<file path="config.mk">
export PLATFORM = sky130hd
export DESIGN_NAME = byte_avg_sequencer
export DESIGN_NICKNAME = d
export VERILOG_FILES = /design/src/rtl/spu_pkg.sv /design/src/rtl/avg_lane_slice.sv /design/src/rtl/byte_avg_sequencer.sv
export SDC_FILE = /design/constraint.sdc
export NUM_CORES = 1
export LEC_CHECK = 0
export CORE_AREA = 2 2 256 258
export DETAILED_ROUTE_END_ITERATION = 10
export DIE_AREA = 0 0 258 260
export DONT_BUFFER_PORTS = 1
export PLACE_DENSITY = 0.53
export SETUP_SLACK_MARGIN = 0.15
export SLEW_MARGIN = 15
export SYNTH_ARGS = -nofsm -noshare
export SYNTH_HDL_FRONTEND = slang
export SYNTH_SLANG_ARGS = --single-unit
</file>
<file path="constraint.sdc">
create_clock -name clk -period 10.3 [get_ports clk]
set_clock_uncertainty 0.05 [all_clocks]
set_input_delay 1.03 -clock clk [delete_from_list [all_inputs] [get_ports clk]]
set_output_delay 1.03 -clock clk [all_outputs]
set_load 0.02 [all_outputs]
</file>
<file path="src/rtl/spu_pkg.sv">
// Shared quadword geometry, FSM state type and the rounding byte average
// used by the SPU byte-average datapath.
package spu_pkg;

    localparam int unsigned QUAD_W     = 128;
    localparam int unsigned BYTE_W     = 8;
    localparam int unsigned QUAD_BYTES = 16;

    typedef enum logic [1:0] {
        ST_IDLE,
        ST_BUSY,
        ST_DONE
    } state_e;

    // Rounded-up average: the 9-bit sum keeps the carry, so nothing saturates.
    function automatic logic [BYTE_W-1:0] avg_round(input logic [BYTE_W-1:0] a,
                                                    input logic [BYTE_W-1:0] b);
        logic [BYTE_W:0] sum;
        sum = {1'b0, a} + {1'b0, b} + {{BYTE_W{1'b0}}, 1'b1};
        return sum[BYTE_W:1];
    endfunction

endpackage

</file>
<file path="src/rtl/avg_lane_slice.sv">
// One beat worth of parallel byte averagers; the sequencer time-shares it
// across the quadword.
module avg_lane_slice
    import spu_pkg::*;
#(
    parameter int unsigned BEAT_BYTES = 4
) (
    input  logic [BEAT_BYTES*BYTE_W-1:0] a_i,
    input  logic [BEAT_BYTES*BYTE_W-1:0] b_i,
    output logic [BEAT_BYTES*BYTE_W-1:0] avg_o
);

    always_comb begin
        avg_o = '0;
        for (int unsigned j = 0; j < BEAT_BYTES; j++) begin
            avg_o[j*BYTE_W +: BYTE_W] = avg_round(a_i[j*BYTE_W +: BYTE_W],
                                                  b_i[j*BYTE_W +: BYTE_W]);
        end
    end

endmodule

</file>
<file path="src/rtl/byte_avg_sequencer.sv">
// Two-requester round-robin front end feeding a multi-beat byte-average
// engine that builds one 128-bit result per accepted request.
module byte_avg_sequencer
    import spu_pkg::*;
#(
    parameter int unsigned BEAT_BYTES = 4
) (
    input  logic              clk,
    input  logic              rst_n,
    input  logic [1:0]        req_valid,
    output logic [1:0]        req_ready,
    input  logic [QUAD_W-1:0] register_RA0,
    input  logic [QUAD_W-1:0] register_RB0,
    input  logic [QUAD_W-1:0] register_RA1,
    input  logic [QUAD_W-1:0] register_RB1,
    output logic              rt_valid,
    input  logic              rt_ready,
    output logic [QUAD_W-1:0] register_RT,
    output logic              rt_id,
    output logic              busy
);

    localparam int unsigned BEAT_W = BEAT_BYTES * BYTE_W;
    localparam int unsigned BEATS  = QUAD_BYTES / BEAT_BYTES;
    localparam int unsigned CNT_W  = (BEATS > 1) ? $clog2(BEATS) : 1;
    localparam logic [CNT_W-1:0] LAST_BEAT = CNT_W'(BEATS - 1);

    state_e            state_q, state_d;
    logic              ptr_q, ptr_d;
    logic [CNT_W-1:0]  beat_q, beat_d;
    logic [QUAD_W-1:0] ra_q, ra_d;
    logic [QUAD_W-1:0] rb_q, rb_d;
    logic [QUAD_W-1:0] rt_q, rt_d;
    logic              id_q, id_d;
    logic [1:0]        grant;
    logic              gidx;
    int unsigned       beat_off;
    logic [BEAT_W-1:0] slice_a, slice_b, slice_avg;

    // The beat counter steers which lane group of the latched operands
    // reaches the single shared averager slice.
    always_comb begin
        beat_off = 32'(beat_q) * BEAT_W;
        slice_a  = ra_q[beat_off +: BEAT_W];
        slice_b  = rb_q[beat_off +: BEAT_W];
    end

    avg_lane_slice #(
        .BEAT_BYTES(BEAT_BYTES)
    ) u_slice (
        .a_i  (slice_a),
        .b_i  (slice_b),
        .avg_o(slice_avg)
    );

    always_comb begin
        state_d = state_q;
        ptr_d   = ptr_q;
        beat_d  = beat_q;
        ra_d    = ra_q;
        rb_d    = rb_q;
        rt_d    = rt_q;
        id_d    = id_q;
        grant   = '0;
        gidx    = (req_valid == 2'b11) ? ptr_q : req_valid[1];

        unique case (state_q)
            ST_IDLE: begin
                if (|req_valid) begin
                    grant[gidx] = 1'b1;
                    ra_d        = gidx ? register_RA1 : register_RA0;
                    rb_d        = gidx ? register_RB1 : register_RB0;
                    id_d        = gidx;
                    ptr_d       = ~gidx;
                    beat_d      = '0;
                    state_d     = ST_BUSY;
                end
            end
            ST_BUSY: begin
                rt_d[beat_off +: BEAT_W] = slice_avg;
                beat_d = beat_q + 1'b1;
                if (beat_q == LAST_BEAT) begin
                    state_d = ST_DONE;
                end
            end
            ST_DONE: begin
                if (rt_ready) begin
                    state_d = ST_IDLE;
                end
            end
            default: state_d = ST_IDLE;
        endcase
    end

    always_ff @(posedge clk or negedge rst_n) begin
        if (!rst_n) begin
            state_q <= ST_IDLE;
            ptr_q   <= 1'b0;
            beat_q  <= '0;
            ra_q    <= '0;
            rb_q    <= '0;
            rt_q    <= '0;
            id_q    <= 1'b0;
        end else begin
            state_q <= state_d;
            ptr_q   <= ptr_d;
            beat_q  <= beat_d;
            ra_q    <= ra_d;
            rb_q    <= rb_d;
            rt_q    <= rt_d;
            id_q    <= id_d;
        end
    end

    // Grant is combinational from req_valid, so gate it while reset is held.
    assign req_ready   = rst_n ? grant : '0;
    assign rt_valid    = (state_q == ST_DONE);
    assign busy        = (state_q != ST_IDLE);
    assign register_RT = rt_q;
    assign rt_id       = id_q;

endmodule

</file>
==> impl_results.md <==
- Critical path class: reg -> reg
- Max Transition Viols Final: 0
- Area growth syn-to-layout: 13.0%
- Main combinational cell family by area after synthesis: compound AO/OA/AOI/OAI gates
- Bufs on Longest Clock Path: 3
- Vias in the first global route: about 14k
- Yosys Warn Count: 0
- CP Launch Point: beat_q[0]$_DFFE_PN0P_
- P per Cell Area: 460 nW/um^2
- Post-cts resize count: 0
- Hold_ws: 0.107 ns
- Mux cell area share after synthesis: 0.0725
- Crit-path cells: buf_4 -> mux4_2 -> ha_1 -> a21oi_1 -> o22ai_1 -> o21ai_0 -> a21oi_1 -> nor4_2 -> o21ai_0
- CP max stage delay: 0.94 ns
- Die Width: 258 um
- CP Buf/Inv Count: 1
- CORE AREA: 64100 um^2
- Hold Buf Count CTS: 0
- CP Max Fanout: 41
- CTS sink cnt: 390
- Vias post-DR: between 10k and 15k
- Routed len/inst: 28.9 um
- Total CTS buffers: 46
- DRT iter0 DRCs: around 2.6k
- Final Util: 0.320
- Routed Antenna Nets: 0
- Mapped Area: approximately 18000 um^2
- DRC errors left: 19
- Lkg Pwr: 9.96 nW
- I/O pins: 650
- Sequential share of the synthesized area: 0.537
- Nets: 2061
- Simple-gate portion of the synthesized area: 0.0530
- CTS tree: built
- GRT Total Usage: 0.197
- FF+latch count, synth: 390
- Ys async rst share: 1.00
- Final WS setup: 5.94 ns
- Setup Buffers After CTS: 0
- Syn avg cell area: between 10 and 15 um^2
- Synth Flop Type: dfrtp_1
- Critical Path AT: 4.73 ns
- Slowest cell on the critical path: dfrtp_4
- Max IR drop VDD: 0.222 mV
- Final Critical Period: 4.36 ns
- Clock-pin transition on the worst setup and hold timing paths: 0.06 ns
- Mapped Cells: 1567
- DR vias/cell: 5.87
- Final setup viols: 0
- Delay-heaviest family, CP: flip-flops
- Dpl ws: about 5.7 ns
- GP Congestion: 0.865
- Status: finished, violations left
- FMAX: 229 MHz
- Startpoint types: flop
- Most common cell after layout, fill and taps aside: dfrtp_1
- Grt ovf: 0
- Worst skew pair latency: 0.57 ns
- Failing checks: design-rule violations
- Post-Route WL: about 69000 um
- MaxCap Viol Count: 0
- Origin of the critical flop-to-flop path: beat_q[0]$_DFFE_PN0P_
- Number of flops mapped to enable cells by yosys: 0
- Compound-Gate Fraction of Synth Area: 0.218
- Die Ht: 260 um
- # rows: 93
- RSZ-0062 raised after global routing: false
- Filler cell count: ~6.4k
- # port buffers: 0
- Synth Area in Adders: 0.0271
- Worst slew margin: 0.201
- Initial core utilization: 0.283
- HP Class: in -> async
- Post-DP HPWL: between 50000 and 60000 um
- Htree depth: 2
- DIE AREA: between 60000 and 70000 um^2
- First drt pass iteration count: 11
- Unique masters post-synth: 65
- Share of layout cells above drive strength 1: 0.115
- Slew @ Worst Pin: 1.20 ns
- Fin Setup TNS: 0 ns
- Crit end category: flop
- Worst R2R Setup Slack: 5.94 ns
- Final hold violations: 0
- Post-synthesis xor/xnor area fraction: 0.00579
- Mapped Nets: 2121
- Initial antenna violation count: 11
- Largest net degree at the start of global routing: 393
- Root buf cell: clkbuf_16
- Total Power: ~9.4 mW
- Global-route wire length before repair: a little under 100000 um
- Final cycle utilization of the critical path: 0.424
- Req. time, crit path: 10.66 ns
- Most frequent cells in the layout: dfrtp_1, inv_1, a222oi_1
==> cells by family after synthesis <==
logic type | Yosys count
compound gates | 471
buf+inv | 401
flops | 390
simple gates | 196
mux | 60
fa+ha+maj | 37
xor+xnor | 12
==> path summary, 6_finish.rpt <==
check / end / cells after the start
setup / recovery: register_RT[62]$_DFFE_PN0P_ / 9
max in group asynchronous: ra_q[22]$_DFFE_PN0P_ / 0
hold / removal: register_RT[106]$_DFFE_PN0P_ / 0
min in group clk: ra_q[15]$_DFFE_PN0P_ / 2
setup reg to reg: register_RT[62]$_DFFE_PN0P_ / 9
hold reg to reg: ra_q[15]$_DFFE_PN0P_ / 2
==> layout make-up <==
class,count,area [um^2],area share
Sequential cell,390,9770,0.476
Multi-Input combinational cell,776,6890,0.335
Clock inverter,20,259,0.0126
Clock buffer,65,1340,0.0654
Timing Repair Buffer,16,153,0.00744
Inverter,277,1040,0.0507
Tap cell,855,1070,0.0521
Antenna cell,4,10.0,0.000488
==> cells in the mapped netlist (all sizes together), types with 3 or more instances <==
| library cell | instances | area share |
|---|---|---|
| a211oi | 3 | 0.0015 |
| a21o | 8 | 0.0033 |
| a21oi | 15 | 0.0041 |
| a221oi | 3 | 0.0018 |
| a222oi | 256 | 0.14 |
| a22o | 45 | 0.022 |
| a22oi | 12 | 0.0050 |
| a31oi | 4 | 0.0017 |
| and2 | 4 | 0.0014 |
| and3 | 5 | 0.0023 |
| buf | 51 | 0.014 |
| clkbuf | 73 | 0.015 |
| dfrtp | 390 | 0.54 |
| fa | 4 | 0.0044 |
| ha | 33 | 0.023 |
| inv | 277 | 0.057 |
| mux4 | 57 | 0.071 |
| nand2 | 95 | 0.020 |
| nand2b | 4 | 0.0014 |
| nand3 | 9 | 0.0025 |
| nor2 | 38 | 0.0079 |
| nor2b | 7 | 0.0024 |
| nor3 | 11 | 0.0045 |
| nor3b | 6 | 0.0034 |
| nor4 | 3 | 0.0017 |
| o211ai | 3 | 0.0015 |
| o21a | 7 | 0.0029 |
| o21ai | 103 | 0.028 |
| o22ai | 3 | 0.0010 |
| or3 | 3 | 0.0010 |
| or4 | 3 | 0.0014 |
| xnor2 | 7 | 0.0034 |
| xor2 | 5 | 0.0024 |
==> per-stage QoR <==
step           instances  cell area (um^2)
6_report            2403             20500
5_1_grt             2403             20500
4_1_cts             2398             20500
2_1_floorplan       1567             18200
3_3_place_gp        2313             18900
3_5_place_dp        2313             18900
==> report_power, final <==
part	internal, mW	leakage (nW)	switching, mW
Sequential	2.24	5.00	0.908
Combinational	1.71	4.16	2.88
Clock	1.04	0.797	0.670
==> per-layer routing <==
metal / part of all wire / global-route usage
met1: 0.41 / 0.261
met2: 0.46 / 0.303
met3: 0.098 / 0.0644
met4: 0.033 / 0.0716
met5: 0.00059 / 0
==> worst register-to-register path, cell delays in order, from the launching register on <==
cell,delay (ns)
dfrtp_4,0.94
buf_4,0.75
mux4_2,0.64
ha_1,0.40
a21oi_1,0.22
o22ai_1,0.14
o21ai_0,0.16
a21oi_1,0.10
nor4_2,0.62
o21ai_0,0.20
==> state kept, by name, indices dropped and copies added (netlist names) <==
name / count
state_q: 2
ptr_q: 1
rt_id: 1
beat_q: 2
ra_q: 128
rb_q: 128
register_RT: 128
(Power assumes the default switching activity.)
